<file path="src/rtl/router_sync.sv">
// Steering/synchronizer stage between the router FSM and its three output FIFOs:
// latches the header address, routes write enables, and watches each channel for read stalls.
module router_sync #(
    parameter int unsigned TIMEOUT = 30,
    parameter int unsigned CNT_W   = 5
) (
    input  logic       clock,
    input  logic       reset,
    input  logic       detect_add,
    input  logic [1:0] data_in,
    input  logic       write_enb_reg,
    input  logic       read_enb_0,
    input  logic       read_enb_1,
    input  logic       read_enb_2,
    input  logic       empty_0,
    input  logic       empty_1,
    input  logic       empty_2,
    input  logic       full_0,
    input  logic       full_1,
    input  logic       full_2,
    output logic [2:0] write_enb,
    output logic       fifo_full,
    output logic       vld_out_0,
    output logic       vld_out_1,
    output logic       vld_out_2,
    output logic       soft_reset_0,
    output logic       soft_reset_1,
    output logic       soft_reset_2
);

    localparam int unsigned NCH = 3;
    localparam logic [CNT_W-1:0] CNT_LAST = CNT_W'(TIMEOUT - 1);

    logic [1:0]       addr_q, addr_d;
    logic [NCH-1:0]   vld, rd, stall;
    logic [NCH-1:0]   sr_q, sr_d;
    logic [CNT_W-1:0] cnt_q [NCH];
    logic [CNT_W-1:0] cnt_d [NCH];

    assign vld   = {~empty_2, ~empty_1, ~empty_0};
    assign rd    = {read_enb_2, read_enb_1, read_enb_0};
    assign stall = vld & ~rd;

    assign vld_out_0    = vld[0];
    assign vld_out_1    = vld[1];
    assign vld_out_2    = vld[2];
    assign soft_reset_0 = sr_q[0];
    assign soft_reset_1 = sr_q[1];
    assign soft_reset_2 = sr_q[2];

    // Address capture and steering; outputs use the registered address only.
    always_comb begin
        addr_d    = addr_q;
        write_enb = 3'b000;
        fifo_full = 1'b0;
        if (detect_add) begin
            addr_d = data_in;
        end
        case (addr_q)
            2'b00: begin
                write_enb = {2'b00, write_enb_reg};
                fifo_full = full_0;
            end
            2'b01: begin
                write_enb = {1'b0, write_enb_reg, 1'b0};
                fifo_full = full_1;
            end
            2'b10: begin
                write_enb = {write_enb_reg, 2'b00};
                fifo_full = full_2;
            end
            default: begin
                write_enb = 3'b000;
                fifo_full = 1'b0;
            end
        endcase
    end

    // Per-channel stall counters; wrap to zero on the pulse so a continued stall repeats.
    always_comb begin
        sr_d = '0;
        for (int i = 0; i < NCH; i++) begin
            cnt_d[i] = '0;
            if (stall[i]) begin
                if (cnt_q[i] == CNT_LAST) begin
                    sr_d[i] = 1'b1;
                end else begin
                    cnt_d[i] = cnt_q[i] + CNT_W'(1);
                end
            end
        end
    end

    always_ff @(posedge clock) begin
        if (reset) begin
            addr_q <= 2'b00;
            sr_q   <= '0;
            for (int i = 0; i < NCH; i++) begin
                cnt_q[i] <= '0;
            end
        end else begin
            addr_q <= addr_d;
            sr_q   <= sr_d;
            for (int i = 0; i < NCH; i++) begin
                cnt_q[i] <= cnt_d[i];
            end
        end
    end

endmodule

</file>
<file path="config.mk">
export PLATFORM = sky130hd
export DESIGN_NAME = router_sync
export DESIGN_NICKNAME = d
export VERILOG_FILES = /design/src/rtl/router_sync.sv
export SDC_FILE = /design/constraint.sdc
export NUM_CORES = 1
export LEC_CHECK = 0
export CAP_MARGIN = 20
export CORE_UTILIZATION = 47
export CTS_CLUSTER_DIAMETER = 60
export DETAILED_ROUTE_END_ITERATION = 8
export GPL_TIMING_DRIVEN = 0
export PLACE_DENSITY = 0.8
export SETUP_SLACK_MARGIN = 0.15
export SLEW_MARGIN = 20
export SYNTH_ARGS = -nofsm -noshare
export SYNTH_HDL_FRONTEND = slang
export SYNTH_SLANG_ARGS = --single-unit
</file>
<file path="constraint.sdc">
create_clock -name clock -period 1.65 [get_ports clock]
set_clock_uncertainty 0.2 [all_clocks]
set_input_delay 0.33 -clock clock [delete_from_list [all_inputs] [get_ports clock]]
set_output_delay 0.33 -clock clock [all_outputs]
set_load 0.005 [all_outputs]
</file>
# Yosys cells after proc, flatten, opt, wreduce, memory -nomap -nowiden
# Memory sizes are Yosys's and may differ from the RTL's.
# Cells that the tools add are included.
# word_totals
reg_bits	5
mem_bits_rw	15
input_bits	15
elab_cells	45
mem_count	1
# classes
n_addsub	3
n_eq_ne	5
mux	17
n_bitwise	11
reduce_logical	4
# mem_list
memory	words	word_bits	rd	rd_ports_with_merged_regs	wr	line	text
cnt_q	3	5	3	0	3	37	logic [CNT_W-1:0] cnt_q [NCH];
# ops
operator	n
$mux W5	9
$add A5 B1 Y5 const B	3
$eq A5 B5 Y1 const B	3
$pmux W3 S3	1
$mux W1	6
$not A1 Y1	6
$reduce_or A2 Y1	3
$and A3 B3 Y3	1
$not A3 Y3	1
$or A1 B1 Y1	3
$pmux W1 S3	1
$eq A2 B1 Y1 const B	1
$eq A2 B2 Y1 const B	1
$logic_not A2 Y1	1

# Longest topological paths before layout
# Gate-level depths: netlist of the first run.
# depth
word_depth	4
depth_mapped	5
mapped_depth_nobuf	5

# Least setup slack after synthesis of the first run
# OpenSTA, ideal clock, no wires.
# synth_path
kind	register to output
from	register addr_q[0]
to	output fifo_full
arrival_ps	644
setup_slack_ps	476
stages_incl_launch_ff	3
cell_sequence	dfxtp_1 -> mux2i_1 -> o21ai_0
# synth_via
elab_chain_cells	2
elab_cells_between_ends	4
# synth_lines
element	line	text
start, declared	34	logic [1:0] addr_q, addr_d;
start signal, assigned	102	addr_q <= addr_d;
$eq A2 B2 Y1 (tied with other cells)	59	case (addr_q)
$pmux W1 S3 *	59	
end, declared	22	output logic fifo_full,
# Mark *: on every way between the ends. The rest lies on a longest branch, timed or not.

# Final worst setup path of the first run
# Same ends and word-level chain as after synthesis.

==> impl_summary.txt, run 1 <==
----------------------------------------------------
[STA]
  Fin crit share ... 101%
  Headroom to the max-slew limit ... a little over 80%
  Number of hold violations in the final report ... 0
  Setup-violating endpoint count in the final report ... 1
  RSZ-0062 raised after global routing ... yes
  Peak clock frequency supported by timing ... between 0.6 and 0.7 GHz
  Summed negative setup slack over all endpoints ... -9.55 ps
  Transition at the pin with the smallest max-transition slack ... roughly 260 ps
  Min Tclk post-route ... roughly 1700 ps
  Setup WS post-layout ... -9.55 ps
  Final Max Tran Viols ... 0

[Synth]
  Number of nets produced by synthesis ... roughly 110
  Synthesized area ... 811 sq um
  Cell variety after synth ... 17
  Count of warnings emitted by yosys ... 0
  Post-synthesis sequential area ratio ... about half
  Average cell area after synthesis ... around 9.5 sq um
  Number of standard cells after synthesis ... 85
  Total of flip-flops plus latches after synthesis ... 20

[Worst setup path]
  Largest fanout on the critical path ... 4
  Category of the most critical setup path ... reg -> out
  CP Data Required Time ... around 1100 ps
  Minimum setup slack among reg-to-reg paths ... between 400 and 500 ps
  Data arrival time of the worst path ... around 1100 ps
  End of the worst register-to-register path ... cnt_q[0][3]
  Path depth of the worst reg2reg path ... 4
  Crit path capture type ... output pin
  RR Startpoint ... cnt_q[0][0]
  Worst Setup Start Kind ... flip-flop

[Layout]
  Multi-input logic area ... approximately 400 sq um
  Core Util, Final ... between 70 and 80%
  Area growth from synthesis to layout ... 36.7%
  Ant. Diodes ... 0
  Sequential cell area ... about 410 sq um
  Total Nets Final ... 138
  Number of inserted filler cells in the final layout ... 133
  Fin area ... 1110 sq um
  Proportion of layout cells with a drive suffix above 1 ... 14.8%

[Clock network]
  Maximum level of the CTS H-tree ... 1
  Number of buffers on the longest clock path ... 2
  Count of clock tree sinks ... 20
  Source-to-sink clock delay at the later pin of the worst-skew pair ... ~290 ps
  Inserted Clock Buffers ... 3
  Clk slew on worst S/H paths ... about 100 ps
  CTS Root Buffer Type ... clkbuf_4
  CTS tree ... yes

[Global route]
  Antenna violations before repair ... 0
  Via count of the first global-routing pass ... roughly 630
  Remaining global-route overflow ... 0
  Total GRT Usage ... between 10% and 20%
  First-pass GRT wire length ... approximately 2.4 mm
  Pin count of the biggest net entering global routing ... 11

[Worst hold path]
  Min-Delay Endpoint ... cnt_q[0][5]
  Startpoint of the most critical hold path ... cnt_q[0][5]
  Cell depth of the worst min-delay path ... 1
  Path type of the worst min-delay path ... reg -> reg

[Routing]
  Number of iterations in the first detailed-routing pass ... 6
  WL final ... 1.53 mm
  Detailed-route wire length per cell ... roughly 12 um
  Number of remaining DRC errors ... 10
  Vias post-DR ... 659
  Post-DRT Antenna Nets ... 0
  DR vias/cell ... 5.03
  DRT iter0 DRCs ... 18

[Place]
  Final estimated routing congestion in global placement ... roughly 0.8
  Worst setup slack after placement ... -430 ps
  Buffers on Ports ... 24
  Instance area after placement ... about 1100 sq um
  Placed wire-length estimate ... between 1 and 1.5 mm

[Floorplan]
  Chip Height ... between 40 and 50 um
  Die X ... about 44 um
  Die Area ... about 1900 sq um
  Standard-cell row count ... 14
  Placeable Area ... about 1600 sq um
  I/O pin count ... 25
  Effective utilization at floorplan ... a little over half

[Power]
  Total design power ... 0.000795 W
  Max VDD drop ... about 0.53 mV
  Leakage power total ... 0.473 nW
  P per Cell Area ... 717 nW/um^2

[Outcome]
  Result of the run ... finished with violations
  Failing checks ... design-rule violations, negative setup slack

[Run]
  Max-cap violations ... 0

----------------------------------------------------
## cell usage in the layout, fill, tap and decap left out, types with 4 or more instances in the layout
cell type | synthesis | final
dfxtp_1 | 20 | 18
nor2_1 | 18 | 17
clkdlybuf4s50_1 | 0 | 10
dlygate4sd2_1 | 0 | 10
inv_1 | 6 | 6
nand3_1 | 6 | 6
xor2_1 | 6 | 6
ha_1 | 6 | 6
buf_2 | 0 | 4
## layer usage
| metal | share of wire (%) | up-vias | global-route usage, % |
|---|---|---|---|
| li1 | - | 338 | - |
| met1 | 41 | 289 | 17.2 |
| met2 | 45 | 28 | 33.0 |
| met3 | 10 | 4 | 6.67 |
| met4 | 3.1 | 0 | 15.0 |
| met5 | 0 | - | 0 |
## synthesized netlist by cell type (all sizes together)
| cell type | instances | area share [%] |
|---|---|---|
| ha | 6 | 9.3 |
| nand4 | 3 | 2.3 |
| xnor2 | 3 | 3.2 |
| nor3b | 1 | 0.93 |
| nand3 | 6 | 3.7 |
| nor3 | 3 | 3.1 |
| mux2i | 3 | 3.7 |
| nor2 | 18 | 8.3 |
| and3b | 1 | 1.1 |
| inv | 6 | 2.8 |
| o21ai | 1 | 0.62 |
| nand2 | 4 | 1.9 |
| xor2 | 6 | 6.5 |
| nand3b | 1 | 0.93 |
| dfxtp | 20 | 49 |
| nor2b | 3 | 2.3 |
## flip-flops by register name (all words and copies together), names as in the netlist
name	cells
sr_q	3
addr_q	2
cnt_q	15
## final cells by class
cell class / count / area share (%)
Clock buffer: 3 / 2.03
Inverter: 6 / 2.03
Multi-Input combinational cell: 59 / 35.9
Sequential cell: 20 / 36.8
Tap cell: 16 / 1.81
Timing Repair Buffer: 27 / 21.4
## per-stage QoR
stage | hold slack (ps) | cells
2_1_floorplan | 202 | 85
3_3_place_gp | 247 | 125
3_5_place_dp | 263 | 125
4_1_cts | 262 | 130
5_1_grt | 283 | 131
6_report | 276 | 131
## cell families after synthesis
| group | share of synthesized area [%] |
|---|---|
| muxes | 3.70 |
| AOI/OAI and AO/OA | 0.617 |
| adders and majority gates | 9.26 |
| and+or+nand+nor | 24.5 |
| buffers and inverters | 2.78 |
| DFF | 49.4 |
| xor gates and xnor gates | 9.72 |
## worst max-delay path: stages, from the launching register on
cell	delay (ps)
dfxtp_4	370
buf_6	100
mux2i_1	170
o21ai_1	80
buf_2	120
## worst max path at each step
| stage | from | end | slack (ps) | depth (start not counted) |
|---|---|---|---|---|
| final | addr_q[0] | fifo_full | -10 | 4 |
| after detailed placement | write_enb_reg | write_enb[0] | -430 | 3 |
| after global routing | addr_q[0] | fifo_full | -70 | 4 |
| after floorplan | addr_q[0] | fifo_full | 480 | 2 |
| after global placement | write_enb_reg | write_enb[0] | -400 | 3 |
| after CTS | addr_q[0] | fifo_full | -10 | 4 |
## power by group
part           total [W]  internal, W  switching, W
Clock           0.000213    0.0000848      0.000128
Sequential      0.000496     0.000488    0.00000778
Combinational  0.0000862    0.0000538     0.0000324
Total           0.000795     0.000627      0.000168
## timing repair
item,CTS,global route
buffers inserted,2,1
setup endpoints to repair,10,9
hold buffers,0,0
pin swaps,0,1
resized for setup,32,4
Note: power is estimated with default switching activity, not from simulation.
==> run 2, diff against run 1 <==
Settings changed: CORE_ASPECT_RATIO from default to 1.1.
==> impl_summary.txt, run 2 (same netlist as run 1, synthesis figures left out) <==
----------------------------------------------------
[Place]
  DP Cell Count ... 126 (was 125)
  Placed wire-length estimate ... 1.09 mm (about the same)
  Worst setup slack after placement ... -436 ps (was -430 ps)
  Buffers on Ports ... 24 (unchanged)
  Final estimated routing congestion in global placement ... 0.704 (was 0.794)

[Routing]
  DR vias/cell ... 4.92 (was 5.03)
  Number of iterations in the first detailed-routing pass ... 4 (was 6)
  WL final ... 1.37 mm (was 1.53 mm)
  Vias post-DR ... 635 (was 659)
  Detailed-route wire length per cell ... 10.6 um (was 11.6 um)
  DRT iter0 DRCs ... 9 (was 18)
  Post-DRT Antenna Nets ... 0 (unchanged)
  Number of remaining DRC errors ... 0 (was 10)

[Layout]
  Regs by FF count ... cnt_q: 15 flops, sr_q: 3 flops, addr_q: 2 flops (unchanged)
  Ant. Diodes ... 0 (unchanged)
  Most used cells in the layout excluding fill and tap cells ... 18 x nor2_1, 18 x dfxtp_1, 12 x dlygate4sd2_1 (was 18 x dfxtp_1, 17 x nor2_1, 10 x clkdlybuf4s50_1, 10 x dlygate4sd2_1)
  Number of inserted filler cells in the final layout ... 138 (was 133)
  Sequential cell area ... 408 sq um (unchanged)
  Final instance count without filler cells ... 129 (was 131)
  Flip-flop count of the largest register after layout ... 15 (unchanged)
  Total Nets Final ... 135 (was 138)
  Multi-input logic area ... 393 sq um (was 398 sq um)
  Proportion of layout cells with a drive suffix above 1 ... 10.7% (was 14.8%)
  Area growth from synthesis to layout ... 32.3% (was 36.7%)
  Register with the most flip-flops ... cnt_q (unchanged)

[Outcome]
  Result of the run ... completed (was finished with violations)

[Power]
  Psw ... 0.000158 W (was 0.000168 W)
  Leakage power total ... 0.459 nW (was 0.473 nW)
  Max VDD drop ... 0.462 mV (was 0.534 mV)
  Sequential share of power ... 64.0% (was 62.4%)
  Relative contribution of combinational cells to total power ... 9.3% (was 10.8%)
  Switch share ... 20.3% (was 21.1%)
  Part of the power in the clock network ... 26.7% (was 26.8%)
  Int Power ... 0.000618 W (was 0.000627 W)
  P per Cell Area ... 724 nW/um^2 (was 717 nW/um^2)

[Global route]
  Antenna violations before repair ... 0 (unchanged)
  Pin count of the biggest net entering global routing ... 11 (unchanged)
  First-pass GRT wire length ... 2.28 mm (was 2.44 mm)
  Remaining global-route overflow ... 0 (unchanged)
  Via count of the first global-routing pass ... 562 (was 625)
  Total GRT Usage ... 16.6% (was 18.7%)

[Floorplan]
  Die X ... 41.6 um (was 43.5 um)
  Die Area ... 1900 sq um (unchanged)
  Chip Height ... 45.6 um (was 43.5 um)
  I/O pin count ... 25 (unchanged)
  Placeable Area ... 1600 sq um (was 1560 sq um)
  Standard-cell row count ... 15 (was 14)
  Effective utilization at floorplan ... 50.8% (was 52.0%)

[STA]
  RSZ-0062 raised after global routing ... yes (unchanged)
  Final Max Tran Viols ... 0 (unchanged)
  Summed negative setup slack over all endpoints ... 0 ps (was -9.55 ps)
  Transition at the pin with the smallest max-transition slack ... 230 ps (was 263 ps)
  Fin crit share ... 95.4% (was 101%)
  Setup WS post-layout ... 75.2 ps (was -9.55 ps)
  Peak clock frequency supported by timing ... 0.635 GHz (was 0.603 GHz)
  Headroom to the max-slew limit ... 84.6% (was 82.4%)
  Number of hold violations in the final report ... 0 (unchanged)
  Setup-violating endpoint count in the final report ... 0 (was 1)
  Min Tclk post-route ... 1570 ps (was 1660 ps)

[Worst hold path]
  Path type of the worst min-delay path ... in -> reg (was reg -> reg)

[Clock network]
  CTS tree ... yes (unchanged)
  Source-to-sink clock delay at the later pin of the worst-skew pair ... 280 ps (was 290 ps)
  CTS Root Buffer Type ... clkbuf_4 (unchanged)
  Count of clock tree sinks ... 20 (unchanged)
  Inserted Clock Buffers ... 3 (unchanged)
  Setup Fix Bufs, Post-CTS ... 0 (was 2)
  Quantity of hold-fixing buffers added after cts ... 0 (unchanged)
  Number of buffers on the longest clock path ... 2 (unchanged)
  Maximum level of the CTS H-tree ... 1 (unchanged)
  Clk slew on worst S/H paths ... 90 ps (was 100 ps)

[Worst setup path]
  Crit path capture type ... output pin (unchanged)
  Number of buffer and inverter stages on the critical path ... 2 (unchanged)
  Largest fanout on the critical path ... 1 (was 4)
  Delay-heaviest family, CP ... buffers and inverters (was flip-flops)
  Worst Setup Start Kind ... input port (was flip-flop)
  Data arrival time of the worst path ... 1040 ps (was 1130 ps)
  Cell with the largest stage delay on the worst path ... clkdlybuf4s50_1 (was dfxtp_4)
  CP Data Required Time ... 1120 ps (about the same)
  Slowest stage delay, CP ... 460 ps (was 370 ps)
  Series of cell instances along the critical path ... clkdlybuf4s50_1, nand3b_1, o21ai_1, buf_2 (was buf_6, mux2i_1, o21ai_1, buf_2)
  Category of the most critical setup path ... in -> out (was reg -> out)

[Run]
  Max-cap violations ... 0 (unchanged)

----------------------------------------------------
[run 2: stage by stage]
stage	hold WS (ps)	util (%)	total power, W	cell area [sq um]
2_1_floorplan	202	-	0.000531	811
4_1_cts	261	67.1	0.000790	1070
6_report	268	67.2	0.000776	1070
3_3_place_gp	244	67.2	0.000592	1070
5_1_grt	283	67.2	0.000816	1070
3_5_place_dp	252	67.2	0.000594	1070
[run 2: worst paths after layout]
path	startpoint	to	slack (ps)	cells after the start
worst max-delay path	full_2	fifo_full	80	4
worst min-delay path	empty_2	sr_q[2]	270	3
worst min register to register	cnt_q[0][0]	cnt_q[0][0]	270	1
worst max register to register	cnt_q[0][0]	cnt_q[0][3]	430	4
[run 2: final cells by class]
class,instances,share of cell area (%)
clock buffers,3,2.10
inverters,6,2.10
multi-input cells,59,36.6
flip-flops and latches,20,38.0
well taps,17,1.98
repair buffers,24,19.1
[run 2: tightest hold or removal path, stage by stage]
cell	delay (ps)
dlygate4sd2_1	230
nor3_2	50
nor2b_1	110
[run 2: per-layer routing]
metal  global-route usage, %  wire, um
met4                    13.5        43
met1                    17.6       610
met3                    6.35       113
met2                    26.6       599
met5                       0         0
[run 2: power by group through the flow]
stage | combinational (W) | sequential [W] | clock [W]
after floorplan | 0.0000248 | 0.000507 | 0
after CTS | 0.0000730 | 0.000497 | 0.000219
after global placement | 0.0000840 | 0.000508 | 0
after global routing | 0.0000800 | 0.000498 | 0.000238
final | 0.0000724 | 0.000496 | 0.000207
after detailed placement | 0.0000854 | 0.000508 | 0
[run 2: what timing repair did]
item	4_1_cts	5_1_grt
gates resized for setup	33	1
setup endpoints to repair	10	4
pin swaps	1	2
==> run 3, diff against run 2 <==
==> constraint.sdc (replaced) <==
create_clock -name clock -period 1.65 [get_ports clock]
set_clock_uncertainty 0.2 [all_clocks]
set_input_delay 0.2475 -clock clock [delete_from_list [all_inputs] [get_ports clock]]
set_output_delay 0.2475 -clock clock [all_outputs]
set_load 0.005 [all_outputs]
==> impl_summary.txt, run 3 (same netlist as run 1, synthesis figures left out) <==
----------------------------------------------------
[STA]
  Worst hold slack across all endpoints ... 84.8 ps (was 268 ps)
  Headroom to the max-slew limit ... 84.8% (was 84.6%)
  Setup-violating endpoint count in the final report ... 0 (unchanged)
  Min Tclk post-route ... 1510 ps (was 1570 ps)
  Fin crit share ... 91.3% (was 95.4%)
  Transition at the pin with the smallest max-transition slack ... 227 ps (was 230 ps)
  Setup WS post-layout ... 143 ps (was 75.2 ps)
  Peak clock frequency supported by timing ... 0.664 GHz (was 0.635 GHz)
  RSZ-0062 raised after global routing ... yes (unchanged)
  Final Max Tran Viols ... 0 (unchanged)
  Number of hold violations in the final report ... 0 (unchanged)

[Worst setup path]
  Crit path capture type ... output pin (unchanged)
  Category of the most critical setup path ... reg -> out (was in -> out)
  Minimum setup slack among reg-to-reg paths ... 430 ps (about the same)
  RR Startpoint ... cnt_q[0][0] (unchanged)
  Largest fanout on the critical path ... 4 (was 1)
  Slowest stage delay, CP ... 370 ps (was 460 ps)
  Path depth of the worst reg2reg path ... 4 (unchanged)
  Worst Setup Start Kind ... flip-flop (was input port)
  End of the worst register-to-register path ... cnt_q[0][3] (unchanged)
  Data arrival time of the worst path ... 1060 ps (was 1040 ps)
  CP Data Required Time ... 1200 ps (was 1120 ps)
  Cell with the largest stage delay on the worst path ... dfxtp_4 (was clkdlybuf4s50_1)
  Series of cell instances along the critical path ... buf_6, nor3b_2, buf_2 (was clkdlybuf4s50_1, nand3b_1, o21ai_1, buf_2)

[Floorplan]
  Standard-cell row count ... 15 (unchanged)
  Die Area ... 1900 sq um (unchanged)
  Die X ... 41.6 um (unchanged)
  Chip Height ... 45.6 um (unchanged)
  Effective utilization at floorplan ... 50.8% (unchanged)
  I/O pin count ... 25 (unchanged)
  Placeable Area ... 1600 sq um (unchanged)

[Layout]
  Total Nets Final ... 136 (was 135)
  Multi-input logic area ... 393 sq um (unchanged)
  Register with the most flip-flops ... cnt_q (unchanged)
  Proportion of layout cells with a drive suffix above 1 ... 11.5% (was 10.7%)
  Most used cells in the layout excluding fill and tap cells ... 18 x nor2_1, 18 x dfxtp_1, 10 x clkdlybuf4s50_1 (was 18 x nor2_1, 18 x dfxtp_1, 12 x dlygate4sd2_1)
  Regs by FF count ... cnt_q: 15 flops, sr_q: 3 flops, addr_q: 2 flops (unchanged)
  Flip-flop count of the largest register after layout ... 15 (unchanged)
  Ant. Diodes ... 0 (unchanged)
  Fin area ... 1090 sq um (was 1070 sq um)
  Area growth from synthesis to layout ... 35.0% (was 32.3%)
  Sequential cell area ... 405 sq um (was 408 sq um)
  Number of inserted filler cells in the final layout ... 133 (was 138)

[Clock network]
  Inserted Clock Buffers ... 3 (unchanged)
  CTS Root Buffer Type ... clkbuf_4 (unchanged)
  CTS tree ... yes (unchanged)
  Source-to-sink clock delay at the later pin of the worst-skew pair ... 280 ps (about the same)
  Number of buffers on the longest clock path ... 2 (unchanged)
  Maximum level of the CTS H-tree ... 1 (unchanged)
  Count of clock tree sinks ... 20 (unchanged)
  Clk slew on worst S/H paths ... 90 ps (about the same)

[Routing]
  Vias post-DR ... 637 (was 635)
  DR vias/cell ... 4.90 (was 4.92)
  WL final ... 1.43 mm (was 1.37 mm)
  DRT iter0 DRCs ... 4 (was 9)
  Post-DRT Antenna Nets ... 0 (unchanged)
  Number of remaining DRC errors ... 0 (unchanged)
  Detailed-route wire length per cell ... 11.0 um (was 10.6 um)
  Number of iterations in the first detailed-routing pass ... 4 (unchanged)

[Place]
  Placed wire-length estimate ... 1.09 mm (unchanged)
  Worst setup slack after placement ... -271 ps (was -436 ps)
  Instance area after placement ... 1070 sq um (unchanged)
  Buffers on Ports ... 24 (unchanged)
  Final estimated routing congestion in global placement ... 0.704 (unchanged)

[Worst hold path]
  Cell depth of the worst min-delay path ... 3 (unchanged)
  Path type of the worst min-delay path ... in -> reg (unchanged)
  Startpoint of the most critical hold path ... empty_0 (was empty_2)
  Min-Delay Endpoint ... sr_q[0] (was sr_q[2])

[Power]
  P per Cell Area ... 713 nW/um^2 (was 724 nW/um^2)
  Leakage power total ... 0.485 nW (was 0.459 nW)
  Total design power ... 0.000781 W (was 0.000776 W)
  Max VDD drop ... 0.477 mV (was 0.462 mV)

[Global route]
  Total GRT Usage ... 16.8% (was 16.6%)
  Remaining global-route overflow ... 0 (unchanged)
  Pin count of the biggest net entering global routing ... 11 (unchanged)
  First-pass GRT wire length ... 2.31 mm (was 2.28 mm)
  Antenna violations before repair ... 0 (unchanged)
  Via count of the first global-routing pass ... 578 (was 562)

[Run]
  Max-cap violations ... 0 (unchanged)

[Outcome]
  Result of the run ... completed (unchanged)

----------------------------------------------------
[run 3: worst max path at each step]
stage | startpoint | end | depth (start not counted)
after global placement | write_enb_reg | write_enb[0] | 3
after detailed placement | write_enb_reg | write_enb[0] | 3
after floorplan | cnt_q[0][0] | cnt_q[0][4] | 4
after CTS | addr_q[0] | fifo_full | 3
final | addr_q[0] | write_enb[0] | 3
after global routing | addr_q[0] | write_enb[0] | 3
[run 3: critical path, delay by kind of cell (launching register included)]
kind,cells,cell delay [ps]
simple gates,1,160
flops,1,370
buf+inv,2,250
[run 3: what timing repair did]
item / CTS / global route
endpoints found under the setup margin: 10 / 6
setup buffers: 1 / 0
gates resized for setup: 24 / 7
pin swaps: 0 / 2
hold buffers: 0 / 0
[run 3: report_power, final]
part           internal, W  leakage, nW  switching, W  total [W]
sequential        0.000489        0.163    0.00000774   0.000497
clock            0.0000847       0.0138      0.000120   0.000204
combinational    0.0000512        0.308     0.0000289  0.0000801
[run 3: through the flow]
step / utilization, % / std cells / TNS (ps)
2_1_floorplan: - / 85 / 0
3_3_place_gp: 67.2 / 126 / -825
3_5_place_dp: 67.2 / 126 / -912
4_1_cts: 68.2 / 130 / 0
5_1_grt: 68.6 / 130 / 0
6_report: 68.6 / 130 / 0
[run 3: final cells by class]
class	instances	area share [%]
sequential	20	37.0
inverter	6	2.06
timing repair buffer	25	21.0
tap	17	1.94
multi-input combinational	59	35.9
clock buffer	3	2.06
[run 3: per-layer routing]
metal / share of wire [%] / GRT usage (%) / up-vias / wire, um
met1: 44 / 17.4 / 278 / 627
met4: 2.0 / 13.5 / 0 / 29
met5: 0 / 0 / - / 0
met2: 48 / 28.1 / 22 / 678
li1: - / - / 335 / -
met3: 6.4 / 5.95 / 2 / 91
